### src/rtl/mult_ctrl_pkg.sv
`default_nettype none
// ============================================================================
// Package : mult_pkg
// Purpose : Shared constants and state encoding for the shift-add multiplier
//           sequencer (mult_ctrl) and its iteration counter.
// Contents: WIDTH  - operand width (product is 2*WIDTH)
//           CNT_W  - iteration counter width
//           state_t- sequencer states IDLE / RUN / DONE
// Revision: 1.0 - initial release
// ============================================================================
package mult_pkg;

  localparam int WIDTH = 32;
  localparam int CNT_W = $clog2(WIDTH) + 1;

  typedef enum logic [1:0] {
    IDLE = 2'd0,
    RUN  = 2'd1,
    DONE = 2'd2
  } state_t;

endpackage : mult_pkg
`default_nettype wire

### src/rtl/mult_ctrl_if.sv
`default_nettype none
// ============================================================================
// Interface: mult_ctrl_if
// Purpose  : Start/done request bus of the multiplier sequencer.
// Signals  : start        - request (requester -> sequencer)
//            multiplicand - operand A, captured on accepted start
//            multiplier   - operand B, captured on accepted start
//            busy         - sequencer is iterating
//            done         - one-cycle pulse, product valid
//            product      - 2*WIDTH result, held until next accepted start
// Modports : master (requester side), slave (sequencer side)
// Revision : 1.0 - initial release
// ============================================================================
interface mult_ctrl_if #(
  parameter int WIDTH = 32
);

  logic                 start;
  logic [WIDTH-1:0]     multiplicand;
  logic [WIDTH-1:0]     multiplier;
  logic                 busy;
  logic                 done;
  logic [2*WIDTH-1:0]   product;

  modport master (
    output start, multiplicand, multiplier,
    input  busy, done, product
  );

  modport slave (
    input  start, multiplicand, multiplier,
    output busy, done, product
  );

endinterface : mult_ctrl_if
`default_nettype wire

### src/rtl/mult_iter_cnt.sv
`default_nettype none
// ============================================================================
// Module  : mult_iter_cnt
// Purpose : Iteration counter for the multiplier sequencer. Clear has
//           priority over increment; last_o flags the final iteration.
// Ports   : clk    - clock, rising edge
//           reset  - synchronous active-high reset
//           clr_i  - clear count to zero
//           inc_i  - advance count by one
//           cnt_o  - current count
//           last_o - count equals WIDTH-1 (final iteration in progress)
// Revision: 1.0 - initial release
// ============================================================================
module mult_iter_cnt
  import mult_pkg::*;
#(
  parameter int ITERS = 32,
  parameter int CW    = $clog2(ITERS) + 1
) (
  input  wire logic          clk,
  input  wire logic          reset,
  input  wire logic          clr_i,
  input  wire logic          inc_i,
  output logic [CW-1:0]      cnt_o,
  output logic               last_o
);

  logic [CW-1:0] cnt_q;

  always_ff @(posedge clk) begin
    if (reset) begin
      cnt_q <= '0;
    end else if (clr_i) begin
      cnt_q <= '0;
    end else if (inc_i) begin
      cnt_q <= cnt_q + CW'(1);
    end
  end

  assign cnt_o  = cnt_q;
  assign last_o = (cnt_q == CW'(ITERS - 1));

endmodule : mult_iter_cnt
`default_nettype wire

### src/rtl/mult_ctrl.sv
`default_nettype none
// ============================================================================
// Module  : mult_ctrl
// Purpose : Self-timed sequencer for the shift-add multiplier. Accepts an
//           operand pair on the start/done bus, owns the 2*WIDTH product
//           register and steps the external combinational datapath once per
//           clock for WIDTH iterations.
// Ports   : clk       - clock, rising edge
//           reset     - synchronous active-high reset
//           bus       - start/done request bus (slave modport)
//           dp_mult   - registered multiplicand to datapath
//           dp_p      - current product register to datapath
//           dp_write  - add-enable to datapath (LSB of dp_p)
//           dp_p_next - next product value from datapath
// Options : MULT_CTRL_ZERO_BYPASS_EN - a start with a zero operand skips the
//           iterations and completes in DONE one edge after acceptance.
// Revision: 1.0 - initial release
// ============================================================================
module mult_ctrl #(
  parameter int WIDTH = mult_pkg::WIDTH
) (
  input  wire logic             clk,
  input  wire logic             reset,
  mult_ctrl_if.slave            bus,
  output logic [WIDTH-1:0]      dp_mult,
  output logic [2*WIDTH-1:0]    dp_p,
  output logic                  dp_write,
  input  wire logic [2*WIDTH-1:0] dp_p_next
);

  import mult_pkg::*;

  localparam int CW = $clog2(WIDTH) + 1;

  state_t               state_q, state_d;
  logic [2*WIDTH-1:0]   p_q;
  logic [WIDTH-1:0]     m_q;
  logic [2*WIDTH-1:0]   product_q;

  logic                 load;
  logic                 iter;
  logic                 last_iter;
  logic [CW-1:0]        cnt;
  logic                 zero_op;

`ifdef MULT_CTRL_ZERO_BYPASS_EN
  assign zero_op = (bus.multiplicand == '0) || (bus.multiplier == '0);
`else
  assign zero_op = 1'b0;
`endif

  mult_iter_cnt #(
    .ITERS (WIDTH),
    .CW    (CW)
  ) u_cnt (
    .clk    (clk),
    .reset  (reset),
    .clr_i  (load),
    .inc_i  (iter),
    .cnt_o  (cnt),
    .last_o (last_iter)
  );

  // The count itself is only consumed through last_o.
  logic cnt_unused;
  assign cnt_unused = ^cnt;

  always_ff @(posedge clk) begin
    if (reset) begin
      state_q <= IDLE;
    end else begin
      state_q <= state_d;
    end
  end

  always_comb begin
    state_d = state_q;
    load    = 1'b0;
    iter    = 1'b0;
    case (state_q)
      IDLE: begin
        if (bus.start) begin
          load    = 1'b1;
          state_d = zero_op ? DONE : RUN;
        end
      end
      RUN: begin
        iter = 1'b1;
        if (last_iter) begin
          state_d = DONE;
        end
      end
      DONE: begin
        state_d = IDLE;
      end
      default: begin
        state_d = IDLE;
      end
    endcase
  end

  // Product is cleared on acceptance so a bypassed zero operand yields 0
  // without touching the iteration path.
  always_ff @(posedge clk) begin
    if (reset) begin
      p_q       <= '0;
      m_q       <= '0;
      product_q <= '0;
    end else if (load) begin
      p_q       <= {{WIDTH{1'b0}}, bus.multiplier};
      m_q       <= bus.multiplicand;
      product_q <= '0;
    end else if (iter) begin
      p_q <= dp_p_next;
      if (last_iter) begin
        product_q <= dp_p_next;
      end
    end
  end

  assign dp_mult     = m_q;
  assign dp_p        = p_q;
  assign dp_write    = p_q[0];
  assign bus.busy    = (state_q == RUN);
  assign bus.done    = (state_q == DONE);
  assign bus.product = product_q;

endmodule : mult_ctrl
`default_nettype wire
### src/flat_wrapper.sv
// flat-port wrapper written by rule: the top's interface ports become plain ports
module mult_ctrl_flat import mult_pkg::*;
#(
  parameter int WIDTH = mult_pkg::WIDTH
)
  (clk, reset, dp_mult, dp_p, dp_write, dp_p_next, bus_start, bus_multiplicand, bus_multiplier, bus_busy, bus_done, bus_product);
  mult_ctrl_if #(.WIDTH(WIDTH)) bus_i ();
  input  wire logic clk;
  input  wire logic reset;
  output logic [WIDTH-1:0] dp_mult;
  output logic [2*WIDTH-1:0] dp_p;
  output logic dp_write;
  input  wire logic [2*WIDTH-1:0] dp_p_next;
  input wire logic [$bits(bus_i.start)-1:0] bus_start;
  input wire logic [$bits(bus_i.multiplicand)-1:0] bus_multiplicand;
  input wire logic [$bits(bus_i.multiplier)-1:0] bus_multiplier;
  output wire logic [$bits(bus_i.busy)-1:0] bus_busy;
  output wire logic [$bits(bus_i.done)-1:0] bus_done;
  output wire logic [$bits(bus_i.product)-1:0] bus_product;
  assign bus_i.start = bus_start;
  assign bus_i.multiplicand = bus_multiplicand;
  assign bus_i.multiplier = bus_multiplier;
  assign bus_busy = bus_i.busy;
  assign bus_done = bus_i.done;
  assign bus_product = bus_i.product;
  mult_ctrl #(.WIDTH(WIDTH)) u_core (.clk(clk), .reset(reset), .bus(bus_i), .dp_mult(dp_mult), .dp_p(dp_p), .dp_write(dp_write), .dp_p_next(dp_p_next));
endmodule
### config.mk
export PLATFORM = sky130hd
export DESIGN_NAME = mult_ctrl_flat
export DESIGN_NICKNAME = d
export VERILOG_FILES = /design/src/rtl/mult_ctrl_pkg.sv /design/src/rtl/mult_ctrl_if.sv /design/src/rtl/mult_iter_cnt.sv /design/src/rtl/mult_ctrl.sv /design/src/flat_wrapper.sv
export SDC_FILE = /design/constraint.sdc
export NUM_CORES = 1
export LEC_CHECK = 0
export CAP_MARGIN = 20
export CORE_MARGIN = 4
export CORE_UTILIZATION = 25
export DETAILED_ROUTE_END_ITERATION = 16
export SETUP_SLACK_MARGIN = 0.4
export SYNTH_ARGS = -nofsm -noshare
export SYNTH_HDL_FRONTEND = slang
export SYNTH_SLANG_ARGS = --single-unit
### constraint.sdc
create_clock -name clk -period 1.7 [get_ports clk]
set_clock_uncertainty 0.15 [all_clocks]
set_input_delay 0.34 -clock clk [delete_from_list [all_inputs] [get_ports clk]]
set_output_delay 0.34 -clock clk [all_outputs]
set_load 0.02 [all_outputs]
==> results of run 1 <==
## worst max-delay path, stage by stage (launching register included)
cell and delay, ps:
dfxtp_4 370, buf_6 110, or3b_4 440, nand2b_4 190, buf_12 220, a21oi_1 70
## path summary, 6_finish.rpt
| kind | start | to | slack [ps] | cells past startpoint |
|---|---|---|---|---|
| setup reg to reg | u_core.state_q[0] | u_core.bus.product[45] | 30 | 5 |
| hold / removal | reset | u_core.dp_p[18] | 230 | 3 |
| setup / recovery | u_core.state_q[0] | u_core.bus.product[45] | 30 | 5 |
| hold reg to reg | u_core.dp_p[45] | u_core.dp_p[45] | 310 | 2 |
## state kept, by name (all words and copies together) (netlist names)
| signal | count |
|---|---|
| u_core.dp_mult | 32 |
| u_core.state_q | 2 |
| u_core.dp_p | 64 |
| u_core.bus.product | 64 |
| u_core.u_cnt.cnt_o | 6 |
## cell usage after synthesis, drive strengths merged
cell type	n
dfxtp	168
a21oi	133
nand2	133
o21ai	67
nand3	65
nor2	62
clkbuf	54
a211oi	32
o2bb2ai	27
buf	23
o22ai	5
inv	4
nand2b	3
or3	3
nand4b	2
a311oi	1
and3b	1
and4b	1
ha	1
nand3b	1
nor3	1
nor3b	1
o21ba	1
or3b	1
xnor2	1
## metal layers
layer  vias up  wire (um)  share of wire  GRT usage
met5         -          0              0          0
met2       213      13200           0.49      0.281
li1       3376          -              -          -
met3        21       2010          0.075     0.0621
met4         0        410          0.015     0.0469
met1      3344      11100           0.42      0.204
## final cells by class
class                   instances  area, um^2  area share
clock buffers                  18         439      0.0362
inverters                       4        25.0     0.00206
repair buffers                371        4130       0.341
clock inverters                14         186      0.0154
flip-flops and latches        168        3580       0.295
well taps                     330         413      0.0340
multi-input cells             542        3370       0.277
## power by group through the flow
stage,clock network [W],logic (W),registers (W)
after floorplan,0,0.000487,0.00443
after global placement,0,0.00147,0.00425
after detailed placement,0,0.00148,0.00426
after CTS,0.00430,0.00155,0.00422
after global routing,0.00445,0.00189,0.00427
final,0.00419,0.00177,0.00425
## through the flow
step | hold WS, ps | TNS [ps] | utilization | power (W)
2_1_floorplan | 301 | 0 | - | 0.00492
3_3_place_gp | 287 | -58070 | 0.390 | 0.00573
3_5_place_dp | 297 | -59800 | 0.390 | 0.00573
4_1_cts | 228 | -22.2 | 0.435 | 0.0101
5_1_grt | 240 | -145 | 0.479 | 0.0106
6_report | 227 | 0 | 0.479 | 0.0102
## layout by cell type, fill, tap and decap left out, drive strengths merged, types with 2 or more instances in the layout
master         count
clkinvlp           2
clkinv             4
nor2              62
dfxtp            168
o21ai             67
o2bb2ai           27
inv                9
clkbuf            24
nand2            133
nand2b             3
o22ai              5
nand3             65
a211oi            32
nand4b             2
or3                3
a21oi            133
bufinv             3
clkdlybuf4s50    129
buf              236
## kinds of logic after synthesis
kind of cell	after synthesis	synth area share
AND/OR/NAND/NOR	274	0.180
AO/OA/AOI/OAI	266	0.236
flip-flops	168	0.519
buffers and inverters	81	0.0616
XOR/XNOR	1	0.00135
adder cells (fa/ha/maj)	1	0.00193
## what timing repair did
action	CTS	global route
pin swaps	1	71
endpoints found under the setup margin	330	331
gates resized for setup	1091	262
hold buffers	0	0
gates cloned	0	8
setup buffers	12	20
hold endpoints to repair	0	0
==> flow_summary.yaml, run 1 <==
route:
  drcViolationCount: 0
  vias_per_cell: 4.81
  wl_per_cell_um: 18.4
  routed_wl_um: 26700
  dr.pass1.iters: 4
  drtAntennaViolNets: 0
  vias: 6954
  drtIter0Drc: 389
cts:
  cts_buffers: 17
  cts_buffer_depth: 2
  clock_sinks: 168
  cts_htree_levels: 4
  cts_tree: "built"
  cts_root_buffer: "clkbuf_16"
  clkTransAtPathRegs_ps: 70
  insertion_delay_ps: 430
sta:
  drv_slew: 0
  rsz0062_at_grt: "true"
  hold_viol: 0
  period_share: 0.984
  slew_headroom: 0.594
  clock.fmax_ghz: 0.598
  fin_crit_ps: 1670
  max_slew.worst_pin.slew_ps: 608
  setup_slack_ps: 27.7
  setup_viol: 0
grt:
  grt_usage: 0.168
  grt_pass1_wl_um: 38500
  grt_pass1_vias: 6740
  grt_max_degree: 50
  antenna_found_initial: 0
  grt_overflow: 0
worst_setup_path:
  worstPathArrival_ps: 1830
  worstSetupStartpointType: "flip-flop"
  end_kind: "flip-flop"
  cp_max_fo: 32
  required_ps: 1860
  critPathKind: "reg2reg"
final_layout:
  drive_gt1_frac: 0.501
  area_growth_pct: 87.4
  fin_area_um2: 12100
  final.fill_count: 2433
  layout.cells.non_filler: 1447
  diodes: 0
  finalNetCount: 1236
synthesis:
  syn_inst: 791
  synth_warnings: 0
  synthDistinctLibCells: 31
  syn_nets: 923
  yosys.area.top_type: "dfxtp_1"
  avgSynthCellArea_um2: 8.19
  seq_area_frac_synth: 0.519
  ys_ff_latch: 168
  synth_area_leaders: "dfxtp_1, a21oi_1, nand2_1"
  synth_top_area_share: 0.519
  syn-cell-area_um2: 6480
placement:
  finalWeightedCongestion: 0.822
  placement.setup.worst_slack_ps: -414
  post-dp-hpwl_um: 17300
  io_buffer_count: 293
  dp_cells: 1375
  placed_cell_area_um2: 9890
floorplan:
  ios: 294
  core_um2: 25300
  die_w_um: 169
  rows: 58
  die_y_um: 169
  start_util: 0.256
  die-area_um2: 28600
hold_path:
  hold_path.class: "in2reg"
flow_run:
  drv_cap: 0
power_and_ir_drop:
  peakVddDrop_uv: 528
  switching_power_w: 0.00278
  p_leak_nw: 4.60
  comb_power_share: 0.174
  seqPwrFrac: 0.416
  switching_share: 0.272
  intPower_w: 0.00744
  powerDensity_nw_per_um2: 841
  p_clk_frac: 0.411
outcome:
  run_status: "finished clean"
No activity file was read; power rests on OpenSTA's default activity.
==> run 2: changes to the inputs <==
==> constraint.sdc (replaced) <==
create_clock -name clk -period 1.9 [get_ports clk]
set_clock_uncertainty 0.15 [all_clocks]
set_input_delay 0.38 -clock clk [delete_from_list [all_inputs] [get_ports clk]]
set_output_delay 0.38 -clock clk [all_outputs]
set_load 0.02 [all_outputs]
==> run 2 against run 1 <==
Net effect: non-clock buffer count shrank 10; critical path depth grew 2; combinational power down 12%; total power fell by 14%; highest routed layer unchanged.
==> flow_summary.yaml, run 2 (synthesis results as in run 1) <==
grt:
  grt_usage: 0.169
  grt_pass1_wl_um: 38400
  antenna_found_initial: 0
  grt_max_degree: 49
  grt_overflow: 0
  grt_pass1_vias: 6529
placement:
  finalWeightedCongestion: 0.735
  dp_cells: 1369
  post-dp-hpwl_um: 17200
  io_buffer_count: 293
worst_setup_path:
  crit_buf_inv: 4
  worstPathArrival_ps: 1900
  required_ps: 2100
  end_kind: "flip-flop"
  cp_top_family: "buffers and inverters"
  critPathKind: "reg2reg"
  worstSetupStartpointType: "flip-flop"
  cpMaxStageDelayCell: "dfxtp_4"
  critical_path.cell_chain: "buf_6, buf_12, and3b_2, buf_12, clkbuf_16, nand3_1, a21oi_2"
  cp_max_fo: 8
  max_stage_delay_ps: 370
  cp_common_cell: "buf_12"
sta:
  drv_slew: 0
  period_share: 0.897
  clock.fmax_ghz: 0.586
  setup_viol: 0
  rsz0062_at_grt: "true"
  fin_crit_ps: 1710
  slew_headroom: 0.612
  hold_viol: 0
  max_slew.worst_pin.slew_ps: 582
cts:
  clock_sinks: 168
  cts_tree: "built"
  cts_root_buffer: "clkbuf_16"
  clkTransAtPathRegs_ps: 70
  insertion_delay_ps: 410
  cts_buffers: 17
  cts_htree_levels: 4
  cts_buffer_depth: 2
floorplan:
  die_y_um: 169
  ios: 294
  die_w_um: 169
  rows: 58
  die-area_um2: 28600
  core_um2: 25300
  start_util: 0.256
hold_path:
  hold_path.class: "reg2reg"
route:
  drcViolationCount: 0
  routed_wl_um: 27900
  dr.pass1.iters: 4
  wl_per_cell_um: 19.4
  drtAntennaViolNets: 0
  drtIter0Drc: 349
  vias: 6975
  vias_per_cell: 4.85
flow_run:
  drv_cap: 0
final_layout:
  drive_gt1_frac: 0.369
  multiInputGateArea_um2: 3420
  layout_commonest_cell: "dfxtp_1"
  area_growth_pct: 73.7
  final.fill_count: 2532
  diodes: 0
  register_area_um2: 3400
  mostFrequentLayoutCells: "dfxtp_1, clkdlybuf4s50_1, nand2_1"
  layout.cells.non_filler: 1437
  final_util: 0.444
  finalNetCount: 1226
outcome:
  run_status: "finished clean"
power_and_ir_drop:
  p_leak_nw: 4.34
  powerDensity_nw_per_um2: 782
  power_w: 0.00880
  peakVddDrop_uv: 504
-- run 2: metal layers --
metal  vias up  track usage  wire, um
li1       3361            -         -
met1      3358        0.221     12000
met2       232        0.271     13400
met3        24       0.0570      2100
met4         0       0.0396       393
met5         -            0         0
-- run 2: final timing paths --
kind	to	slack [ps]	start	cells after the start
worst max-delay path	u_core.bus.product[12]	190	u_core.state_q[1]	7
worst min-delay path	u_core.dp_mult[6]	300	u_core.dp_mult[6]	2
worst max register to register	u_core.bus.product[12]	190	u_core.state_q[1]	7
worst min register to register	u_core.dp_mult[6]	300	u_core.dp_mult[6]	2
-- run 2: worst min-delay path, stage by stage (launching register included) --
cell and delay [ps]:
dfxtp_1 310, nand2_1 50, a21oi_1 50
-- run 2: stage by stage --
step	hold WS, ps	setup slack (ps)	TNS, ps	area (um^2)
finish	302	195	0	11300
global route	319	146	0	11300
CTS	303	198	0	9820
detailed placement	296	-200	-22780	9840
global placement	291	-181	-17570	9840
floorplan	301	344	0	6510
-- run 2: what timing repair did --
action / in CTS / in global routing
hold buffers: 0 / 0
endpoints found under the setup margin: 312 / 257
gates cloned: 2 / 15
pin swaps: 1 / 55
setup buffers: 9 / 10
gates resized for setup: 688 / 317
-- run 2: cell type report --
| cell class | count | area share |
|---|---|---|
| well taps | 330 | 0.0367 |
| repair buffers | 361 | 0.304 |
| multi-input cells | 542 | 0.304 |
| clock buffers | 17 | 0.0378 |
| clock inverters | 15 | 0.0139 |
| flip-flops and latches | 168 | 0.302 |
| inverters | 4 | 0.00189 |
-- run 2: where the power goes --
group / total [W] / internal (W) / leakage (nW) / switching, W
sequential: 0.00374 / 0.00366 / 1.38 / 0.0000817
combinational: 0.00155 / 0.000756 / 2.68 / 0.000797
clock: 0.00350 / 0.00187 / 0.283 / 0.00164
total: 0.00880 / 0.00628 / 4.34 / 0.00251
==> patch, RTL diff (flow settings as in run 2) <==
`WIDTH` is set to 32 in 2 places; all go to 64.
--- a/src/rtl/mult_ctrl_pkg.sv
+++ b/src/rtl/mult_ctrl_pkg.sv
@@ -12,3 +12,3 @@
 
-  localparam int WIDTH = 32;
+  localparam int WIDTH = 64;
   localparam int CNT_W = $clog2(WIDTH) + 1;
--- a/src/rtl/mult_ctrl_if.sv
+++ b/src/rtl/mult_ctrl_if.sv
@@ -14,3 +14,3 @@
 interface mult_ctrl_if #(
-  parameter int WIDTH = 32
+  parameter int WIDTH = 64
 );
Ports: changed (6 resized); port bits go from 294 to 582. The function was not compared with the original's and may differ.
==> patch against run 2 <==
Setup slack lost 150 ps. Combinational power grew 90%. Core utilization shrank 0.55 points. Final area grew 95%. Sequential cell count grew 161. Routed wire length grew 120%. Global-route usage grew 2.9 points. Sequential power grew 97%. Total power grew 99%. Synthesized area grew 95%. Critical path type unchanged. Largest cell class unchanged. Largest power group unchanged.
==> patch: results (changes against run 2) <==
\begin{tabular}{lr}
\hline
Metric & Value \\
\hline
\multicolumn{2}{l}{\textbf{Run status}} \\
Run status & complete, no violations \\
\multicolumn{2}{l}{\textbf{Worst setup path}} \\
Startpoint of the worst-slack reg-to-reg timing path & u\_core.state\_q[0] \\
Cell with the biggest individual delay on the critical path & sky130\_fd\_sc\_hd\_\_or3b\_4 \\
Worst R2R Setup Slack & 50 ps (-150 ps) \\
Worst reg-to-reg path cell count & 6 (-1) \\
Max Fanout on Critical Path & 11 (+3) \\
\multicolumn{2}{l}{\textbf{Yosys}} \\
Share of synthesized cell area in full adder, half adder and majority cells & 0.0990\% (-0.094 points) \\
Portion of the post-synthesis area used by sequential elements & 52.1\% (+0.19 points) \\
Parity-gate share of the synthesized area counting xor and xnor cells & 0.139\% (+0.0034 points) \\
Commonest cells in the synthesized netlist & sky130\_fd\_sc\_hd\_\_dfxtp\_1 (329), sky130\_fd\_sc\_hd\_\_a21oi\_1 (262), sky130\_fd\_sc\_hd\_\_nand2\_1 (261) \\
Compound-cell area share of the yosys netlist & 23.9\% (+0.33 points) \\
Mapped Avg Cell Area & 8.15 um\^{}2 (-0.49\%) \\
Cells taking the most area after synthesis & sky130\_fd\_sc\_hd\_\_dfxtp\_1 (52\%), sky130\_fd\_sc\_hd\_\_a21oi\_1 (10\%), sky130\_fd\_sc\_hd\_\_nand2\_1 (7.8\%), sky130\_fd\_sc\_hd\_\_o21ai\_0 (5.2\%), sky130\_fd\_sc\_hd\_\_nand3\_1 (5.1\%) \\
\multicolumn{2}{l}{\textbf{Placed design}} \\
Number of instances in the placed design & 2696 (+97\%) \\
Detail Placement HPWL & 40000 um (+130\%) \\
Number of input and output port buffers inserted & 581 (+98\%) \\
\multicolumn{2}{l}{\textbf{Final layout}} \\
Final net count & 2387 (+95\%) \\
Fraction of layout cells with a size suffix above 1 & 24.3\% (-13 points) \\
Fin cells & 2831 (+97\%) \\
\multicolumn{2}{l}{\textbf{Min path}} \\
Hold Startpoint & bus\_multiplicand[16] \\
Classification of the worst-slack hold path & input port to register \\
Hold EP & u\_core.dp\_mult[16] \\
Number of cells traversed by the worst hold path & 3 (+1) \\
\multicolumn{2}{l}{\textbf{Power}} \\
Switching power share of the total & 26.9\% (-1.7 points) \\
IR drop worst, VDD & 0.000614 V (+22\%) \\
Leakage power summed over all cells & 0.00874 uW (+100\%) \\
\multicolumn{2}{l}{\textbf{Drt}} \\
Detailed route wirelength on metal3 & 6210 um (+200\%) \\
Wire length on met2 & 29400 um (+120\%) \\
\multicolumn{2}{l}{\textbf{Global route}} \\
Vias in the first global route & 13400 (+110\%) \\
Global-route wire length before repair & 83300 um (+120\%) \\
Antenna violations before repair & 8 (+8) \\
\multicolumn{2}{l}{\textbf{Clock network}} \\
Number of clock buffers inserted by TritonCTS & 39 (+22) \\
\multicolumn{2}{l}{\textbf{STA}} \\
Worst-margin pin slew & 693 ps (+112 ps) \\
\hline
\end{tabular}
patch: cell types whose count changed in the layout (fill, tap and decap cells not counted), moves of 81 or more:
cell and delta:
sky130_fd_sc_hd__buf_6 +144, sky130_fd_sc_hd__a21oi_1 +167, sky130_fd_sc_hd__dlygate4sd2_1 +164, sky130_fd_sc_hd__o21ai_0 +81, sky130_fd_sc_hd__nand2_1 +144, sky130_fd_sc_hd__dfxtp_2 +125, sky130_fd_sc_hd__clkdlybuf4s50_1 +128
patch: what timing repair did:
action / 4_1_cts / 5_1_grt
gates cloned: 3 / 21
pin swaps: 3 / 11
buffers inserted: 15 / 23
endpoints found under the setup margin: 652 / 652
resized for setup: 1077 / 254
hold endpoints to repair: 0 / 0
patch: layer usage:
metal | GRT usage (%) | vias up
li1 | - | 6544
met1 | 22.9 | 6659
met2 | 32.7 | 579
met3 | 7.73 | 99
met4 | 8.39 | 0
met5 | 0 | -
patch: power by group through the flow:
stage / registers (uW) / clock network (uW) / logic, uW
after floorplan: 7780 / 0 / 827
after CTS: 7350 / 7430 / 2710
after global routing: 7390 / 7730 / 3130
final: 7360 / 7210 / 2950
after detailed placement: 7480 / 0 / 2670
after global placement: 7470 / 0 / 2660
patch: worst max-delay path by stage:
| stage | startpoint | end | slack, ps | depth (start not counted) |
|---|---|---|---|---|
| final | u_core.state_q[0] | u_core.bus.product[95] | 50 | 6 |
| after CTS | u_core.state_q[0] | bus_busy | -5 | 4 |
| after global placement | u_core.state_q[0] | u_core.state_q[0] | -80 | 6 |
| after detailed placement | u_core.state_q[0] | u_core.state_q[0] | -80 | 6 |
| after floorplan | u_core.state_q[0] | u_core.u_cnt.cnt_o[3] | 330 | 7 |
| after global routing | u_core.state_q[0] | u_core.dp_p[107] | -8 | 6 |
patch: cells by family (layout without fill, tap and decap cells):
| kind of cell | Yosys count | count (layout) |
|---|---|---|
| DFF | 329 | 329 |
| buffers and inverters | 160 | 761 |
| other | 0 | 7 |
| xor gates and xnor gates | 2 | 2 |
| AOI/OAI and AO/OA | 524 | 524 |
| adders and majority gates | 1 | 1 |
| and+or+nand+nor | 535 | 535 |
patch: through the flow:
step                power [uW]  cell area (um^2)
floorplan                 8610             12800
global placement         10100             19500
detailed placement       10200             19500
CTS                      17500             21000
global route             18200             22000
finish                   17500             22000
patch: cell type report:
type	count	area [um^2]
Clock inverter	12	85.1
Multi-Input combinational cell	1062	5480
Tap cell	672	841
Inverter	3	28.8
Timing Repair Buffer	692	7600
Sequential cell	329	6790
Clock buffer	54	1130
Antenna cell	7	17.5
Fill cell	4994	28100
patch: critical path: cells and delay by family, from the launching register on:
kind                   cells  cell delay, ps
AO/OA/AOI/OAI              1              50
flip-flops                 1             370
AND/OR/NAND/NOR            2             590
buffers and inverters      3             550
